--- src/rtl/id_ex_stage_pkg.sv ---
// rtl/id_ex_stage_pkg.sv - shared register-tag constants, ALUOp classes and bypass helper
package id_ex_stage_pkg;

    localparam int         XLEN_DEFAULT = 64;
    localparam logic [4:0] REG_ZERO     = 5'd0;

    typedef enum logic [1:0] {
        ALUOP_MEM    = 2'b00,
        ALUOP_BRANCH = 2'b01,
        ALUOP_RTYPE  = 2'b10,
        ALUOP_ITYPE  = 2'b11
    } alu_op_e;

    // x0 is hard-wired, so a write-back to it must never replace read data
    function automatic logic wb_bypass_hit(input logic       wb_we,
                                           input logic [4:0] wb_rd,
                                           input logic [4:0] rs);
        return wb_we && (wb_rd != REG_ZERO) && (wb_rd == rs);
    endfunction

endpackage

--- src/rtl/id_ex_stage_if.sv ---
// rtl/id_ex_stage_if.sv - decode-side fields, WB bypass inputs and registered ID/EX fields
interface id_ex_stage_if #(
    parameter int XLEN = 64
);
    logic            id_valid;
    logic [XLEN-1:0] id_pc;
    logic [4:0]      id_rs1;
    logic [4:0]      id_rs2;
    logic [4:0]      id_rd;
    logic            id_uses_rs1;
    logic            id_uses_rs2;
    logic [XLEN-1:0] id_rs1_data;
    logic [XLEN-1:0] id_rs2_data;
    logic [XLEN-1:0] id_imm;
    logic [3:0]      id_alu_ctrl;
    logic            id_RegWrite;
    logic            id_MemRead;
    logic            id_MemWrite;
    logic            id_MemtoReg;
    logic            id_ALUSrc;
    logic            id_Branch;
    logic [1:0]      id_ALUOp;

    logic            mem_wb_RegWrite;
    logic [4:0]      mem_wb_rd;
    logic [XLEN-1:0] mem_wb_data;

    logic            id_ex_valid;
    logic [XLEN-1:0] id_ex_pc;
    logic [4:0]      id_ex_rs1;
    logic [4:0]      id_ex_rs2;
    logic [4:0]      id_ex_rd;
    logic [XLEN-1:0] id_ex_rs1_data;
    logic [XLEN-1:0] id_ex_rs2_data;
    logic [XLEN-1:0] id_ex_imm;
    logic [3:0]      id_ex_alu_ctrl;
    logic            id_ex_RegWrite;
    logic            id_ex_MemRead;
    logic            id_ex_MemWrite;
    logic            id_ex_MemtoReg;
    logic            id_ex_ALUSrc;
    logic            id_ex_Branch;
    logic [1:0]      id_ex_ALUOp;

    modport master (
        output id_valid, id_pc, id_rs1, id_rs2, id_rd, id_uses_rs1, id_uses_rs2,
               id_rs1_data, id_rs2_data, id_imm, id_alu_ctrl,
               id_RegWrite, id_MemRead, id_MemWrite, id_MemtoReg, id_ALUSrc, id_Branch, id_ALUOp,
               mem_wb_RegWrite, mem_wb_rd, mem_wb_data,
        input  id_ex_valid, id_ex_pc, id_ex_rs1, id_ex_rs2, id_ex_rd,
               id_ex_rs1_data, id_ex_rs2_data, id_ex_imm, id_ex_alu_ctrl,
               id_ex_RegWrite, id_ex_MemRead, id_ex_MemWrite, id_ex_MemtoReg,
               id_ex_ALUSrc, id_ex_Branch, id_ex_ALUOp
    );

    modport slave (
        input  id_valid, id_pc, id_rs1, id_rs2, id_rd, id_uses_rs1, id_uses_rs2,
               id_rs1_data, id_rs2_data, id_imm, id_alu_ctrl,
               id_RegWrite, id_MemRead, id_MemWrite, id_MemtoReg, id_ALUSrc, id_Branch, id_ALUOp,
               mem_wb_RegWrite, mem_wb_rd, mem_wb_data,
        output id_ex_valid, id_ex_pc, id_ex_rs1, id_ex_rs2, id_ex_rd,
               id_ex_rs1_data, id_ex_rs2_data, id_ex_imm, id_ex_alu_ctrl,
               id_ex_RegWrite, id_ex_MemRead, id_ex_MemWrite, id_ex_MemtoReg,
               id_ex_ALUSrc, id_ex_Branch, id_ex_ALUOp
    );

endinterface

--- src/rtl/id_ex_stage_load_use_detector.sv ---
// rtl/id_ex_stage_load_use_detector.sv - combinational load-use hazard check between ID/EX and ID
module load_use_detector
    import id_ex_stage_pkg::*;
(
    input  logic       ex_valid,
    input  logic       ex_mem_read,
    input  logic [4:0] ex_rd,
    input  logic       id_valid,
    input  logic [4:0] id_rs1,
    input  logic [4:0] id_rs2,
    input  logic       id_uses_rs1,
    input  logic       id_uses_rs2,
    output logic       load_use
);

    logic rs1_hit;
    logic rs2_hit;

    assign rs1_hit  = id_uses_rs1 && (id_rs1 == ex_rd);
    assign rs2_hit  = id_uses_rs2 && (id_rs2 == ex_rd);
    assign load_use = ex_valid && ex_mem_read && (ex_rd != REG_ZERO) && id_valid && (rs1_hit || rs2_hit);

endmodule

--- src/rtl/id_ex_stage.sv ---
// rtl/id_ex_stage.sv - ID/EX pipeline register with load-use bubbles, flush/hold and WB bypass
module id_ex_stage
    import id_ex_stage_pkg::*;
#(
    parameter int XLEN  = XLEN_DEFAULT,
    parameter int CNT_W = 32
) (
    input  logic             clk,
    input  logic             reset,
    input  logic             flush,
    input  logic             hold,
    output logic             stall_if_id,
    output logic [CNT_W-1:0] bubble_count,
    id_ex_stage_if.slave     bus
);

    logic load_use;
    logic insert_bubble;
    logic cnt_sat;
    logic ctl_en;

    load_use_detector u_load_use_detector (
        .ex_valid    (bus.id_ex_valid),
        .ex_mem_read (bus.id_ex_MemRead),
        .ex_rd       (bus.id_ex_rd),
        .id_valid    (bus.id_valid),
        .id_rs1      (bus.id_rs1),
        .id_rs2      (bus.id_rs2),
        .id_uses_rs1 (bus.id_uses_rs1),
        .id_uses_rs2 (bus.id_uses_rs2),
        .load_use    (load_use)
    );

    // a flush already discards ID, and a hold freezes everything, so neither needs IF/ID frozen
    assign stall_if_id   = load_use && !flush && !hold;
    assign insert_bubble = flush || (!hold && load_use);
    assign cnt_sat       = (bubble_count == {CNT_W{1'b1}});
    assign ctl_en        = bus.id_valid;

    always_ff @(posedge clk or posedge reset) begin
        if (reset) begin
            bus.id_ex_valid    <= 1'b0;
            bus.id_ex_pc       <= '0;
            bus.id_ex_rs1      <= '0;
            bus.id_ex_rs2      <= '0;
            bus.id_ex_rd       <= '0;
            bus.id_ex_rs1_data <= '0;
            bus.id_ex_rs2_data <= '0;
            bus.id_ex_imm      <= '0;
            bus.id_ex_alu_ctrl <= '0;
            bus.id_ex_RegWrite <= 1'b0;
            bus.id_ex_MemRead  <= 1'b0;
            bus.id_ex_MemWrite <= 1'b0;
            bus.id_ex_MemtoReg <= 1'b0;
            bus.id_ex_ALUSrc   <= 1'b0;
            bus.id_ex_Branch   <= 1'b0;
            bus.id_ex_ALUOp    <= '0;
        end else if (insert_bubble) begin
            bus.id_ex_valid    <= 1'b0;
            bus.id_ex_pc       <= '0;
            bus.id_ex_rs1      <= '0;
            bus.id_ex_rs2      <= '0;
            bus.id_ex_rd       <= '0;
            bus.id_ex_rs1_data <= '0;
            bus.id_ex_rs2_data <= '0;
            bus.id_ex_imm      <= '0;
            bus.id_ex_alu_ctrl <= '0;
            bus.id_ex_RegWrite <= 1'b0;
            bus.id_ex_MemRead  <= 1'b0;
            bus.id_ex_MemWrite <= 1'b0;
            bus.id_ex_MemtoReg <= 1'b0;
            bus.id_ex_ALUSrc   <= 1'b0;
            bus.id_ex_Branch   <= 1'b0;
            bus.id_ex_ALUOp    <= '0;
        end else if (!hold) begin
            bus.id_ex_valid    <= bus.id_valid;
            bus.id_ex_pc       <= bus.id_pc;
            bus.id_ex_rs1      <= bus.id_rs1;
            bus.id_ex_rs2      <= bus.id_rs2;
            bus.id_ex_rd       <= bus.id_rd;
            bus.id_ex_rs1_data <= wb_bypass_hit(bus.mem_wb_RegWrite, bus.mem_wb_rd, bus.id_rs1)
                                  ? bus.mem_wb_data : bus.id_rs1_data;
            bus.id_ex_rs2_data <= wb_bypass_hit(bus.mem_wb_RegWrite, bus.mem_wb_rd, bus.id_rs2)
                                  ? bus.mem_wb_data : bus.id_rs2_data;
            bus.id_ex_imm      <= bus.id_imm;
            bus.id_ex_alu_ctrl <= bus.id_alu_ctrl;
            bus.id_ex_RegWrite <= bus.id_RegWrite && ctl_en;
            bus.id_ex_MemRead  <= bus.id_MemRead  && ctl_en;
            bus.id_ex_MemWrite <= bus.id_MemWrite && ctl_en;
            bus.id_ex_MemtoReg <= bus.id_MemtoReg && ctl_en;
            bus.id_ex_ALUSrc   <= bus.id_ALUSrc   && ctl_en;
            bus.id_ex_Branch   <= bus.id_Branch   && ctl_en;
            bus.id_ex_ALUOp    <= bus.id_ALUOp;
        end
    end

    always_ff @(posedge clk or posedge reset) begin
        if (reset) begin
            bubble_count <= '0;
        end else if (insert_bubble && !cnt_sat) begin
            bubble_count <= bubble_count + {{(CNT_W-1){1'b0}}, 1'b1};
        end
    end

endmodule

--- src/flat_wrapper.sv ---
// flat-port wrapper written by rule: the top's interface ports become plain ports
module id_ex_stage_flat import id_ex_stage_pkg::*;
#(
    parameter int XLEN  = XLEN_DEFAULT,
    parameter int CNT_W = 32
)
  (clk, reset, flush, hold, stall_if_id, bubble_count, bus_id_valid, bus_id_pc, bus_id_rs1, bus_id_rs2, bus_id_rd, bus_id_uses_rs1, bus_id_uses_rs2, bus_id_rs1_data, bus_id_rs2_data, bus_id_imm, bus_id_alu_ctrl, bus_id_RegWrite, bus_id_MemRead, bus_id_MemWrite, bus_id_MemtoReg, bus_id_ALUSrc, bus_id_Branch, bus_id_ALUOp, bus_mem_wb_RegWrite, bus_mem_wb_rd, bus_mem_wb_data, bus_id_ex_valid, bus_id_ex_pc, bus_id_ex_rs1, bus_id_ex_rs2, bus_id_ex_rd, bus_id_ex_rs1_data, bus_id_ex_rs2_data, bus_id_ex_imm, bus_id_ex_alu_ctrl, bus_id_ex_RegWrite, bus_id_ex_MemRead, bus_id_ex_MemWrite, bus_id_ex_MemtoReg, bus_id_ex_ALUSrc, bus_id_ex_Branch, bus_id_ex_ALUOp);
  id_ex_stage_if #(.XLEN(XLEN)) bus_i ();
  input  logic clk;
  input  logic reset;
  input  logic flush;
  input  logic hold;
  output logic stall_if_id;
  output logic [CNT_W-1:0] bubble_count;
  input wire logic [$bits(bus_i.id_valid)-1:0] bus_id_valid;
  input wire logic [$bits(bus_i.id_pc)-1:0] bus_id_pc;
  input wire logic [$bits(bus_i.id_rs1)-1:0] bus_id_rs1;
  input wire logic [$bits(bus_i.id_rs2)-1:0] bus_id_rs2;
  input wire logic [$bits(bus_i.id_rd)-1:0] bus_id_rd;
  input wire logic [$bits(bus_i.id_uses_rs1)-1:0] bus_id_uses_rs1;
  input wire logic [$bits(bus_i.id_uses_rs2)-1:0] bus_id_uses_rs2;
  input wire logic [$bits(bus_i.id_rs1_data)-1:0] bus_id_rs1_data;
  input wire logic [$bits(bus_i.id_rs2_data)-1:0] bus_id_rs2_data;
  input wire logic [$bits(bus_i.id_imm)-1:0] bus_id_imm;
  input wire logic [$bits(bus_i.id_alu_ctrl)-1:0] bus_id_alu_ctrl;
  input wire logic [$bits(bus_i.id_RegWrite)-1:0] bus_id_RegWrite;
  input wire logic [$bits(bus_i.id_MemRead)-1:0] bus_id_MemRead;
  input wire logic [$bits(bus_i.id_MemWrite)-1:0] bus_id_MemWrite;
  input wire logic [$bits(bus_i.id_MemtoReg)-1:0] bus_id_MemtoReg;
  input wire logic [$bits(bus_i.id_ALUSrc)-1:0] bus_id_ALUSrc;
  input wire logic [$bits(bus_i.id_Branch)-1:0] bus_id_Branch;
  input wire logic [$bits(bus_i.id_ALUOp)-1:0] bus_id_ALUOp;
  input wire logic [$bits(bus_i.mem_wb_RegWrite)-1:0] bus_mem_wb_RegWrite;
  input wire logic [$bits(bus_i.mem_wb_rd)-1:0] bus_mem_wb_rd;
  input wire logic [$bits(bus_i.mem_wb_data)-1:0] bus_mem_wb_data;
  output wire logic [$bits(bus_i.id_ex_valid)-1:0] bus_id_ex_valid;
  output wire logic [$bits(bus_i.id_ex_pc)-1:0] bus_id_ex_pc;
  output wire logic [$bits(bus_i.id_ex_rs1)-1:0] bus_id_ex_rs1;
  output wire logic [$bits(bus_i.id_ex_rs2)-1:0] bus_id_ex_rs2;
  output wire logic [$bits(bus_i.id_ex_rd)-1:0] bus_id_ex_rd;
  output wire logic [$bits(bus_i.id_ex_rs1_data)-1:0] bus_id_ex_rs1_data;
  output wire logic [$bits(bus_i.id_ex_rs2_data)-1:0] bus_id_ex_rs2_data;
  output wire logic [$bits(bus_i.id_ex_imm)-1:0] bus_id_ex_imm;
  output wire logic [$bits(bus_i.id_ex_alu_ctrl)-1:0] bus_id_ex_alu_ctrl;
  output wire logic [$bits(bus_i.id_ex_RegWrite)-1:0] bus_id_ex_RegWrite;
  output wire logic [$bits(bus_i.id_ex_MemRead)-1:0] bus_id_ex_MemRead;
  output wire logic [$bits(bus_i.id_ex_MemWrite)-1:0] bus_id_ex_MemWrite;
  output wire logic [$bits(bus_i.id_ex_MemtoReg)-1:0] bus_id_ex_MemtoReg;
  output wire logic [$bits(bus_i.id_ex_ALUSrc)-1:0] bus_id_ex_ALUSrc;
  output wire logic [$bits(bus_i.id_ex_Branch)-1:0] bus_id_ex_Branch;
  output wire logic [$bits(bus_i.id_ex_ALUOp)-1:0] bus_id_ex_ALUOp;
  assign bus_i.id_valid = bus_id_valid;
  assign bus_i.id_pc = bus_id_pc;
  assign bus_i.id_rs1 = bus_id_rs1;
  assign bus_i.id_rs2 = bus_id_rs2;
  assign bus_i.id_rd = bus_id_rd;
  assign bus_i.id_uses_rs1 = bus_id_uses_rs1;
  assign bus_i.id_uses_rs2 = bus_id_uses_rs2;
  assign bus_i.id_rs1_data = bus_id_rs1_data;
  assign bus_i.id_rs2_data = bus_id_rs2_data;
  assign bus_i.id_imm = bus_id_imm;
  assign bus_i.id_alu_ctrl = bus_id_alu_ctrl;
  assign bus_i.id_RegWrite = bus_id_RegWrite;
  assign bus_i.id_MemRead = bus_id_MemRead;
  assign bus_i.id_MemWrite = bus_id_MemWrite;
  assign bus_i.id_MemtoReg = bus_id_MemtoReg;
  assign bus_i.id_ALUSrc = bus_id_ALUSrc;
  assign bus_i.id_Branch = bus_id_Branch;
  assign bus_i.id_ALUOp = bus_id_ALUOp;
  assign bus_i.mem_wb_RegWrite = bus_mem_wb_RegWrite;
  assign bus_i.mem_wb_rd = bus_mem_wb_rd;
  assign bus_i.mem_wb_data = bus_mem_wb_data;
  assign bus_id_ex_valid = bus_i.id_ex_valid;
  assign bus_id_ex_pc = bus_i.id_ex_pc;
  assign bus_id_ex_rs1 = bus_i.id_ex_rs1;
  assign bus_id_ex_rs2 = bus_i.id_ex_rs2;
  assign bus_id_ex_rd = bus_i.id_ex_rd;
  assign bus_id_ex_rs1_data = bus_i.id_ex_rs1_data;
  assign bus_id_ex_rs2_data = bus_i.id_ex_rs2_data;
  assign bus_id_ex_imm = bus_i.id_ex_imm;
  assign bus_id_ex_alu_ctrl = bus_i.id_ex_alu_ctrl;
  assign bus_id_ex_RegWrite = bus_i.id_ex_RegWrite;
  assign bus_id_ex_MemRead = bus_i.id_ex_MemRead;
  assign bus_id_ex_MemWrite = bus_i.id_ex_MemWrite;
  assign bus_id_ex_MemtoReg = bus_i.id_ex_MemtoReg;
  assign bus_id_ex_ALUSrc = bus_i.id_ex_ALUSrc;
  assign bus_id_ex_Branch = bus_i.id_ex_Branch;
  assign bus_id_ex_ALUOp = bus_i.id_ex_ALUOp;
  id_ex_stage #(.XLEN(XLEN), .CNT_W(CNT_W)) u_core (.clk(clk), .reset(reset), .flush(flush), .hold(hold), .stall_if_id(stall_if_id), .bubble_count(bubble_count), .bus(bus_i));
endmodule
--- config.mk ---
export PLATFORM = sky130hd
export DESIGN_NAME = id_ex_stage_flat
export DESIGN_NICKNAME = d
export VERILOG_FILES = /design/src/rtl/id_ex_stage_pkg.sv /design/src/rtl/id_ex_stage_if.sv /design/src/rtl/id_ex_stage_load_use_detector.sv /design/src/rtl/id_ex_stage.sv /design/src/flat_wrapper.sv
export SDC_FILE = /design/constraint.sdc
export NUM_CORES = 1
export LEC_CHECK = 0
export ABC_AREA = 1
export BUFFER_PORTS_ARGS = -buffer_cell sky130_fd_sc_hd__buf_4
export CELL_PAD_IN_SITES_DETAIL_PLACEMENT = 0
export CELL_PAD_IN_SITES_GLOBAL_PLACEMENT = 1
export CORE_AREA = 2 2 261 263
export DETAILED_ROUTE_END_ITERATION = 8
export DIE_AREA = 0 0 263 265
export PLACE_DENSITY_LB_ADDON = 0.1
export SYNTH_ARGS = -nofsm -noshare
export SYNTH_HDL_FRONTEND = slang
export SYNTH_SLANG_ARGS = --single-unit
--- constraint.sdc ---
create_clock -name clk -period 12 [get_ports clk]
set_input_delay 2.4 -clock clk [delete_from_list [all_inputs] [get_ports clk]]
set_output_delay 2.4 -clock clk [all_outputs]
set_load 0.01 [all_outputs]
==> reports/metrics.yaml <==
final_common_cell: "nand2_1"
hold_path.class: "reg2reg"
io-pin-count: 677
crit_type: "in2out"
drive_above_1_share_pct: 26.7
start_kind: "input pin"
grt_overflow: 0
drt_iter0_drc: 863
clock-sinks: 316
cts_tree: "yes"
synth_seq_cells: 316
crit_required_ps: 9600
synth_cell_types: 25
synth_cells: 2284
timing.rr.start: "u_core.bus.id_ex_rd[4]$_DFFE_PP0P_"
crit_arrival_ps: 4640
drv_slew: 0
status: "completed"
synth_top_area_cell: "dfrtp_1"
core.rowCount: 95
finalCritPeriodShare_pct: 58.6
grt_max_degree: 157
relSlewSlack_pct: 29.3
p_total_mw: 2.94
synth_area_leaders: "dfrtp_1, nand2_1, inv_1"
ys.warnings.count: 0
holdPathStages: 2
cts_inserted_buffers: 43
rsz0062_at_grt: "no"
drt_wl_total_um: 74400
hold_slack_ps: 483
htree_levels: 2
first_pass_iters: 5
tightest_slew_ps: 1060
clock_latency_ps: 580
syn_to_final_growth_pct: 42.1
finalClockSkew_ps: 22.9
wire_per_inst_um: 19.6
num_vias: 17000
synth_area_um2: 16800
vias_per_cell: 4.47
drc: 0
power_density_nw_per_um2: 123
end_kind: "output pin"
antenna_found_initial: 16
worstHoldStart: "u_core.bus.id_ex_imm[51]$_DFFE_PP0P_"
fin_nets: 3236
setup_viol: 0
track_usage_pct: 20.8
ctsResizeCount: 0
grt_pass1_wl_um: 112000
yosysTopAreaCellShare_pct: 47.0
path_clk_slew_ps: 60
max_freq_ghz: 0.142
core_um2: 66800
clock-root-buffer: "clkbuf_16"
cap_violations: 0
final_cell_mix: "nand2_1, buf_4, inv_1, dfrtp_1, nor2_1"
start_util_pct: 25.2
mappedNetlistNets: 2645
ant_nets: 0
rrSetupSlack_ps: 8390
leakagePower_nw: 13.4
dp.cells: 3703
die_w_um: 263
crit_fanout: 76
min_period_ps: 7040
dieArea_um2: 69700
ir_drop_v: 0.0000888
final_cells: 3794
routabilityCongestion: 0.815
cts_hold_buf: 0
die_h_um: 265
postCtsSetupBuffers: 0
rr_endpoint: "u_core.bus.id_ex_rs2_data[40]$_DFFE_PP0P_"
fin_tns_setup_ps: 0
grt_pass1_vias: 17500
syn_area_per_cell_um2: 7.36
hold_viol: 0
io_buffers: 676
dp.final_hpwl_um: 51300
reg2reg_depth: 10
worst_hold_path.endpoint: "u_core.bus.id_ex_imm[51]$_DFFE_PP0P_"
seq_area_frac_synth_pct: 47.0
clk_path_buf_depth: 3
[cell usage after synthesis]
library cell	count
nand4_4	1
nand2_2	3
nand2_4	1
nor3_2	1
and3_1	1
xnor2_1	10
nand3b_1	14
inv_2	1
nor2_1	194
clkbuf_1	61
nand3_1	168
buf_4	13
nand4_1	158
buf_6	3
o21bai_1	128
buf_1	2
nand3_2	4
ha_1	1
xor2_1	15
inv_1	355
nand2_1	764
dfrtp_1	316
nor2_4	2
buf_2	65
nor2_2	3
[registers in the layout, indices dropped and copies added (netlist names), 2 cells and up]
register	flops
u_core.bubble_count	32
u_core.bus.id_ex_ALUOp	2
u_core.bus.id_ex_alu_ctrl	4
u_core.bus.id_ex_imm	64
u_core.bus.id_ex_pc	64
u_core.bus.id_ex_rd	5
u_core.bus.id_ex_rs1	5
u_core.bus.id_ex_rs1_data	64
u_core.bus.id_ex_rs2	5
u_core.bus.id_ex_rs2_data	64
[kinds of logic after synthesis]
logic type | Yosys count | synth area share, %
simple gates | 1314 | 33.8
buf+inv | 500 | 12.1
flops | 316 | 47.0
compound gates | 128 | 5.72
xor+xnor | 25 | 1.30
fa+ha+maj | 1 | 0.0744
[cell type report]
type	count	area (um^2)
sequential	316	7910
timing repair buffer	690	5200
clock inverter	12	133
clock buffer	64	1240
antenna	15	37.5
multi-input combinational	1468	6920
tap	873	1090
fill	7282	42900
inverter	356	1350
[per-layer routing]
metal	routed length, um	GRT usage, %
met5	15	0
met4	2470	8.71
met3	5810	6.41
met2	36300	35.4
met1	29800	24.4
[stage by stage]
step	setup slack [ps]	area [um^2]	utilization [%]
5_1_grt	4750	23900	35.8
4_1_cts	4940	23900	35.7
3_5_place_dp	4940	22500	33.6
2_1_floorplan	857	16800	-
3_3_place_gp	4930	22500	33.6
6_report	4960	23900	35.8
[power breakdown]
| part | switching (mW) | internal (mW) | total (mW) |
|---|---|---|---|
| combinational | 0.279 | 0.216 | 0.495 |
| sequential | 0.0483 | 1.13 | 1.18 |
| clock | 0.530 | 0.743 | 1.27 |
[worst max-delay path: stages]
cell     delay (ps)
buf_4           120
inv_4           610
and3_1          290
nand3_1          80
inv_1           100
nand2_4         490
nor2_1          360
buf_4           170
[how the worst max path moves through the flow]
stage | from | end | slack (ps) | depth (start not counted)
final | hold | stall_if_id | 4960 | 8
after global routing | hold | stall_if_id | 4750 | 8
after CTS | hold | stall_if_id | 4940 | 8
after detailed placement | hold | stall_if_id | 4940 | 8
after global placement | hold | stall_if_id | 4930 | 8
after floorplan | reset | u_core.bubble_count[0]$_DFFE_PP0P_ | 860 | 1
Note: power is estimated with default switching activity, not from simulation.
